--- src/rtl/ring_mon_pkg.sv ---
// Shared types and helpers for the ring phase monitor: FSM state encoding,
// index-width calculation and the modulo-N next-phase function.
package ring_mon_pkg;

  typedef enum logic [1:0] {
    IDLE    = 2'd0,
    ACQUIRE = 2'd1,
    LOCKED  = 2'd2,
    FAULT   = 2'd3
  } ring_state_t;

  // Width able to hold 0..n-1, never narrower than one bit.
  function automatic int idx_w(input int n);
    return (n <= 2) ? 1 : $clog2(n);
  endfunction

  function automatic int next_idx(input int idx, input int n);
    return (idx >= n - 1) ? 0 : idx + 1;
  endfunction

endpackage

--- src/rtl/ring_phase_monitor_onehot_encoder.sv ---
// Combinational one-hot to binary encoder; legal is high only when exactly
// one input bit is set, and idx is then the position of that bit.
module onehot_encoder
  import ring_mon_pkg::*;
#(
  parameter int N = 4
) (
  input  logic [N-1:0]         onehot,
  output logic [$clog2(N)-1:0] idx,
  output logic                 legal
);

  localparam int IW = $clog2(N);

  logic seen;
  logic multi;

  always_comb begin
    idx   = '0;
    seen  = 1'b0;
    multi = 1'b0;
    for (int i = 0; i < N; i++) begin
      if (onehot[i]) begin
        if (seen) multi = 1'b1;
        seen = 1'b1;
        idx  = IW'(i);
      end
    end
    legal = seen && !multi;
  end

endmodule

--- src/rtl/ring_phase_monitor.sv ---
// Phase tracker for a one-hot ring counter: acquires lock, counts revolutions
// and latches sticky faults. Define RINGMON_STALL_EN to accept repeated phases.
module ring_phase_monitor
  import ring_mon_pkg::*;
#(
  parameter int N          = 4,
  parameter int LOCK_STEPS = 2,
  parameter int REV_W      = 8
) (
  input  logic                 clk,
  input  logic                 reset,
  input  logic                 sample_en,
  input  logic [N-1:0]         ring_q,
  input  logic                 clear_err,
  output logic [$clog2(N)-1:0] phase_idx,
  output logic                 phase_valid,
  output logic                 locked,
  output logic [REV_W-1:0]     rev_count,
  output logic                 rev_tick,
  output logic                 err_illegal,
  output logic                 err_skip
);

  localparam int IW = $clog2(N);
  localparam int SW = idx_w(LOCK_STEPS + 1);

  ring_state_t   state;
  logic [SW-1:0] step_cnt;
  logic [IW-1:0] enc_idx;
  logic          enc_legal;
  logic [IW-1:0] exp_idx;
  logic          is_next;
  logic          is_hold;

  onehot_encoder #(.N(N)) u_enc (
    .onehot (ring_q),
    .idx    (enc_idx),
    .legal  (enc_legal)
  );

  assign exp_idx = IW'(next_idx(int'(phase_idx), N));
  assign is_next = enc_legal && (enc_idx == exp_idx);

`ifdef RINGMON_STALL_EN
  assign is_hold = enc_legal && (enc_idx == phase_idx);
`else
  assign is_hold = 1'b0;
`endif

  always_ff @(posedge clk) begin
    if (reset) begin
      state       <= IDLE;
      step_cnt    <= '0;
      phase_idx   <= '0;
      phase_valid <= 1'b0;
      locked      <= 1'b0;
      rev_count   <= '0;
      rev_tick    <= 1'b0;
      err_illegal <= 1'b0;
      err_skip    <= 1'b0;
    end else begin
      rev_tick <= 1'b0;
      case (state)
        IDLE: begin
          // Non-one-hot samples here are expected after power-up; drop them.
          if (sample_en && enc_legal) begin
            phase_idx   <= enc_idx;
            step_cnt    <= '0;
            state       <= ACQUIRE;
            phase_valid <= 1'b1;
          end
        end
        ACQUIRE: begin
          if (sample_en && !is_hold) begin
            if (is_next) begin
              phase_idx <= enc_idx;
              step_cnt  <= step_cnt + SW'(1);
              if (step_cnt == SW'(LOCK_STEPS - 1)) begin
                state     <= LOCKED;
                locked    <= 1'b1;
                rev_count <= '0;
              end
            end else begin
              state       <= IDLE;
              phase_valid <= 1'b0;
            end
          end
        end
        LOCKED: begin
          if (sample_en && !is_hold) begin
            if (is_next) begin
              phase_idx <= enc_idx;
              // Only an expected advance landing on 0 came from N-1.
              if (enc_idx == '0) begin
                rev_count <= rev_count + REV_W'(1);
                rev_tick  <= 1'b1;
              end
            end else begin
              state       <= FAULT;
              locked      <= 1'b0;
              phase_valid <= 1'b0;
              if (enc_legal) err_skip    <= 1'b1;
              else           err_illegal <= 1'b1;
            end
          end
        end
        FAULT: begin
          if (clear_err) begin
            state       <= IDLE;
            err_illegal <= 1'b0;
            err_skip    <= 1'b0;
          end
        end
        default: state <= IDLE;
      endcase
    end
  end

endmodule
--- config.mk ---
export PLATFORM = sky130hd
export DESIGN_NAME = ring_phase_monitor
export DESIGN_NICKNAME = d
export VERILOG_FILES = /design/src/rtl/ring_mon_pkg.sv /design/src/rtl/ring_phase_monitor_onehot_encoder.sv /design/src/rtl/ring_phase_monitor.sv
export SDC_FILE = /design/constraint.sdc
export NUM_CORES = 1
export LEC_CHECK = 0
export ABC_AREA = 1
export BUFFER_PORTS_ARGS = -buffer_cell sky130_fd_sc_hd__clkbuf_2
export CAP_MARGIN = 20
export CORE_AREA = 2 2 55 57
export CTS_CLUSTER_DIAMETER = 80
export DETAILED_ROUTE_END_ITERATION = 16
export DIE_AREA = 0 0 57 59
export GPL_ROUTABILITY_DRIVEN = 0
export MAX_ROUTING_LAYER = met4
export PLACE_DENSITY = 0.78
export SYNTH_ARGS = -nofsm -noshare
export SYNTH_HDL_FRONTEND = slang
export SYNTH_SLANG_ARGS = --single-unit
--- constraint.sdc ---
create_clock -name clk -period 1.51 [get_ports clk]
set_input_delay 0.0755 -clock clk [delete_from_list [all_inputs] [get_ports clk]]
set_output_delay 0.0755 -clock clk [all_outputs]
set_load 0.005 [all_outputs]
==> results of run 1 <==
[critical path, stage by stage (launching register included)]
cell,delay [ns]
dfxtp_2,0.35
ha_4,0.24
inv_2,0.05
nand2_2,0.06
nand2_4,0.08
inv_2,0.04
nor2_4,0.13
nand2_2,0.08
o21ai_4,0.23
nand2_4,0.12
nand2_1,0.08
a21oi_1,0.05
[where the power goes]
group	total [mW]	internal (mW)	switching, mW
Clock	0.268	0.0988	0.169
Combinational	0.933	0.403	0.531
Sequential	0.597	0.556	0.0408
[cell usage after synthesis (all sizes together), types with 2 or more instances]
master / n
a21oi: 17
clkbuf: 2
dfxtp: 19
ha: 7
inv: 25
nand2: 52
nand3: 17
nor2: 34
o21ai: 9
xor2: 3
[sequential cells by signal, indices dropped and copies added, names as in the netlist, named ones only]
name	cells
rev_count	8
phase_idx	2
step_cnt	2
err_illegal	1
err_skip	1
locked	1
phase_valid	1
rev_tick	1
state	1
[logic make-up (layout without fill, tap and decap cells)]
logic type / count (synthesis) / in the layout / synth area share [%]
AOI/OAI and AO/OA: 28 / 28 / 12.95
xor gates and xnor gates: 4 / 4 / 2.706
adders and majority gates: 7 / 7 / 6.763
buffers and inverters: 28 / 70 / 8.116
DFF: 19 / 19 / 29.37
and+or+nand+nor: 108 / 108 / 40.10
[stage by stage]
stage | TNS (ns) | worst slack (ns) | cell area (um2) | hold WS, ns
2_1_floorplan | -0.1537 | -0.02904 | 1323 | 0.1446
3_3_place_gp | -0.8638 | -0.08820 | 1584 | 0.3990
3_5_place_dp | -1.230 | -0.1223 | 1584 | 0.3915
4_1_cts | -0.9511 | -0.1147 | 1690 | 0.05122
5_1_grt | -2.949 | -0.2302 | 1768 | 0.08724
6_report | -1.216 | -0.1269 | 1768 | 0.08302
[area by class of cell]
cell class	count	area, um2
fillers	242	942.2
repair buffers	40	261.5
well taps	31	38.79
flip-flops and latches	19	385.4
inverters	26	97.59
clock inverters	1	5.005
clock buffers	3	22.52
multi-input cells	147	957.2
[final timing paths]
kind,to,depth (start not counted)
worst max-delay path,rev_count[7]$_SDFFE_PP0P_,11
worst min-delay path,rev_tick$_SDFF_PP0_,3
worst max register to register,rev_count[7]$_SDFFE_PP0P_,11
worst min register to register,err_skip$_SDFFE_PP0P_,2
[layer usage]
layer | wire length (um) | vias to the layer above | track usage, %
met3 | 87 | 5 | 2.620
met1 | 1361 | 607 | 23.51
li1 | - | 704 | -
met4 | 56 | 0 | 7.973
met5 | 0 | - | -
met2 | 1494 | 26 | 31.86
[what timing repair did]
action	CTS	global route
endpoints found under the setup margin	17	18
gates resized for setup	18	21
hold endpoints to repair	0	0
buffers inserted	1	1
pin swaps	11	3
==> metrics.txt, run 1 <==
area share of the largest cell type after synthesis=29.37%; CP startpoint=phase_idx[1]$_SDFFE_PP0P_; Power, Total=1.798 mW; clk sinks=19; share of cells above drive strength 1=43.64%; Inst Count DP=261; Initial DRT Pass Iterations=4; MaxCap Viol Count=0; via count=1342; post-synthesis sequential area ratio=29.37%; DRC errors left=0; Final Hold Vio Count=0; first-pass GRT wire length=4933 um; fin. max-slew vios=0; violated checks=setup timing; final worst path period share=108.4%; status=finished, violations left; Least-Margin Pin Slew=0.3272 ns; VDD IR max=756.9 uV; EDFF count, synth=0; clk buf depth=2; Total Routing Usage GR=19.17%; Crit Path Max Fanout=7; syn nets=209; Top Ports=23; Wirelength per Cell=11.23 um; number of vias per cell=5.026; cts bufs inserted=3; Syn Std Cell Area=1295 um2; Clock Pin Slew Worst Setup and Hold Paths=0.12 ns; Area contributors post-synth=dfxtp_1 29%, nand2_1 13%, nor2_1 8.1%; initial antenna violation count=0; Yosys reg bits=19; most frequent cells in the layout=36 x nand2_1, 23 x nor2_1, 22 x clkbuf_2, 16 x buf_4; Cell Count, Final, Fillers Out=267; PnR worst setup slack=-0.1269 ns; htree depth=1; number of global-route vias before repair=1194; Initial Util=47.78%; FP Rows=19; warning count from the yosys run=0; Most used DFF post-synth=dfxtp_1; Avg Cell Area, Syn=6.675 um2; Worst EP required=1.70 ns; Port-buffer cells=22; Die Area=3363 um2; grt ovf=0; Root Buffer=clkbuf_4; ANT cells=0; CTS tree=built; Total Nets Final=252; Worst Hold Class=in2reg; Worst setup SP type=flop; RSZ-0062 raised after global routing=true; # setup viols final=18; # hold bufs at CTS=0; Crit Path Class=reg2reg; WL final=2999 um; Yosys cell types=29; DP HPWL=2171 um; area grow syn2layout=36.52%; Slew HR=77.95%; commonest non-fill, non-tap cell in the layout=nand2_1; P per Cell Area=1017 nW/um2; fin util=65.24%; arrival time at the worst endpoint=1.83 ns; Leakage=0.8028 nW; Vert. Die Dim=59 um; CP endpoint kind=flop; Skew-Pair Late Insertion Delay=0.30 ns; core area=2710 um2; post-route ant nets=0; Synth async-reset ratio=0%; Mapped Cells=194; First DRT Iteration DRCs=52; HP Start=sample_en; min Tclk post-route=1.637 ns; Die W=57 um; Fmax achieved=610.9 MHz; setup slack, reg-to-reg=-0.13 ns; r2r startpoint=phase_idx[1]$_SDFFE_PP0P_; Clock Skews=0.004670 ns; largest net degree at the start of global routing=14; cell taking the most area after synthesis=dfxtp_1
No activity file was read; power rests on OpenSTA's default activity.
==> inputs of run 2 (changes only) <==
Settings changed: CORE_AREA 2 2 55 57 to 2 2 60 62, DIE_AREA 0 0 57 59 to 0 0 62 64, PLACE_DENSITY 0.78 to 0.68, TNS_END_PERCENT set to 1.
==> run 2 against run 1 <==
  * The run still ends with setup timing left
  * Sequential cell count unchanged
  * Maximum frequency grew 1.4%
  * Clock-buffer cell count is the same
  * Register-to-register slack better by 0.02 ns
  * Power is 7.6% lower
  * Clock power increased by 2%
  * Largest power group unchanged
==> metrics.txt, run 2 (synthesis gave the netlist of run 1 again) <==
DP HPWL=2113 um; Crit Path Class=reg2reg; VDD IR max=417.1 uV; initial antenna violation count=0; Least-Margin Pin Slew=0.3575 ns; most flop-heavy register=rev_count; Vert. Die Dim=64 um; gr busiest metal=met2; Worst Hold Class=in2reg; cts bufs inserted=3; Initial DRT Pass Iterations=4; arrival time at the worst endpoint=1.81 ns; min Tclk post-route=1.614 ns; number of vias per cell=4.534; max incr delay on CP=0.36 ns; Top Ports=23; Clock Pin Slew Worst Setup and Hold Paths=0.12 ns; core area=3284 um2; Hold Path Depth=3; WL final=2712 um; fin util=51.43%; M3 GR Usage=2.429%; commonest non-fill, non-tap cell in the layout=nand2_1; endpoint of the worst register-to-register path=rev_count[4]$_SDFFE_PP0P_; met2 Usage GRT=22.79%; area grow syn2layout=30.43%; MaxCap Viol Count=0; CTS tree=built; Slew HR=75.95%; number of global-route vias before repair=1127; First DRT Iteration DRCs=61; Fmax achieved=619.7 MHz; GR Util met1=21.24%; via count=1283; clk buf depth=2; htree depth=1; Setup TNS=-1.003 ns; setup slack, reg-to-reg=-0.10 ns; FP Rows=21; ANT cells=0; CP endpoint kind=flop; Placement Setup Slack=-0.1393 ns; Total Routing Usage GR=15.55%; RSZ-0062 raised after global routing=true; Worst Hold End=rev_tick$_SDFF_PP0_; WP buf/inv=1; PnR worst setup slack=-0.1037 ns; Leakage=0.7866 nW; R2R cell count=11; Total Nets Final=253; fin. max-slew vios=0; Worst EP required=1.70 ns; HP Start=sample_en; share of cells above drive strength 1=38.40%; Crit Path Max Fanout=7; Final Hold Vio Count=0; Skew-Pair Late Insertion Delay=0.31 ns; Slowest-stage cell, CP=dfxtp_2; violated checks=setup timing; post-route design area=1689 um2; post-route ant nets=0; Root Buffer=clkbuf_4; Die W=62 um; first-pass GRT wire length=4623 um; Port-buffer cells=22; r2r startpoint=phase_idx[0]$_SDFFE_PP0P_; Wirelength per Cell=9.583 um; DRC errors left=0; Worst setup SP type=flop; Clock Skews=0.006554 ns; biggest regs=rev_count (8), phase_idx (2), step_cnt (2); grt ovf=0; Worst path top cell family by delay=simple AND/OR/NAND/NOR gates; largest net degree at the start of global routing=14; Placed Area=1618 um2; Power, Total=1.662 mW; P per Cell Area=983.8 nW/um2; most used cell, CP=nand2_2; final worst path period share=106.9%; clk sinks=19; # setup viols final=14; Die Area=3968 um2; Initial Util=39.43%; most frequent cells in the layout=41 x nand2_1, 23 x nor2_1, 22 x clkbuf_2, 19 x buf_4, 17 x inv_1; max reg flops=8; status=finished, violations left; worst path cell trace=ha_4 > nor2_2 > inv_1 > nand2_2 > nand2_2 > nor2_4 > nand2_2 > o21ai_4 > nand2_4 > nand2_1 > a21oi_1
-- run 2: timing repair --
item                       4_1_cts  5_1_grt
resized for setup                8        7
gates cloned                     0        0
hold buffers                     0        0
setup endpoints to repair       18       19
setup buffers                    1        0
pin swaps                        9        1
-- run 2: cell type report --
| cell class | count | area, um2 |
|---|---|---|
| Timing Repair Buffer | 41 | 252.7 |
| Sequential cell | 19 | 385.4 |
| Tap cell | 46 | 57.56 |
| Clock buffer | 3 | 22.52 |
| Inverter | 26 | 97.59 |
| Multi-Input combinational cell | 147 | 868.3 |
| Fill cell | 327 | 1595 |
| Clock inverter | 1 | 5.005 |
-- run 2: worst min-delay path, delay by kind of cell --
family,cells,cell delay [ns]
AND/OR/NAND/NOR,1,0.07
buffers and inverters,2,0.20
-- run 2: per-layer routing --
layer,wire length [um],part of all wire [%]
met1,1323,49
met2,1265,47
met3,100,3.7
met4,24,0.88
met5,0,0
-- run 2: worst max-delay path by stage --
stage / from / end / slack, ns / depth (start not counted)
4_1_cts: phase_idx[0]$_SDFFE_PP0P_ / rev_count[4]$_SDFFE_PP0P_ / -0.09 / 11
5_1_grt: phase_idx[0]$_SDFFE_PP0P_ / rev_count[0]$_SDFFE_PP0P_ / -0.25 / 11
3_5_place_dp: phase_idx[1]$_SDFFE_PP0P_ / rev_count[0]$_SDFFE_PP0P_ / -0.14 / 11
6_report: phase_idx[0]$_SDFFE_PP0P_ / rev_count[4]$_SDFFE_PP0P_ / -0.10 / 11
3_3_place_gp: phase_idx[1]$_SDFFE_PP0P_ / rev_count[0]$_SDFFE_PP0P_ / -0.09 / 11
2_1_floorplan: phase_idx[0]$_SDFFE_PP0P_ / rev_count[0]$_SDFFE_PP0P_ / -0.03 / 11
-- run 2: stage by stage --
step           std cells  hold slack, ns
2_1_floorplan        194          0.1446
3_3_place_gp         278          0.3997
3_5_place_dp         278          0.4000
4_1_cts              283         0.05672
5_1_grt              283         0.07486
6_report             283         0.07383
-- run 2: report_power, final --
group	leakage (nW)	switching [mW]	internal (mW)	total (mW)
registers	0.156	0.0363	0.556	0.592
clock network	0.0177	0.175	0.0988	0.274
logic	0.613	0.455	0.341	0.796
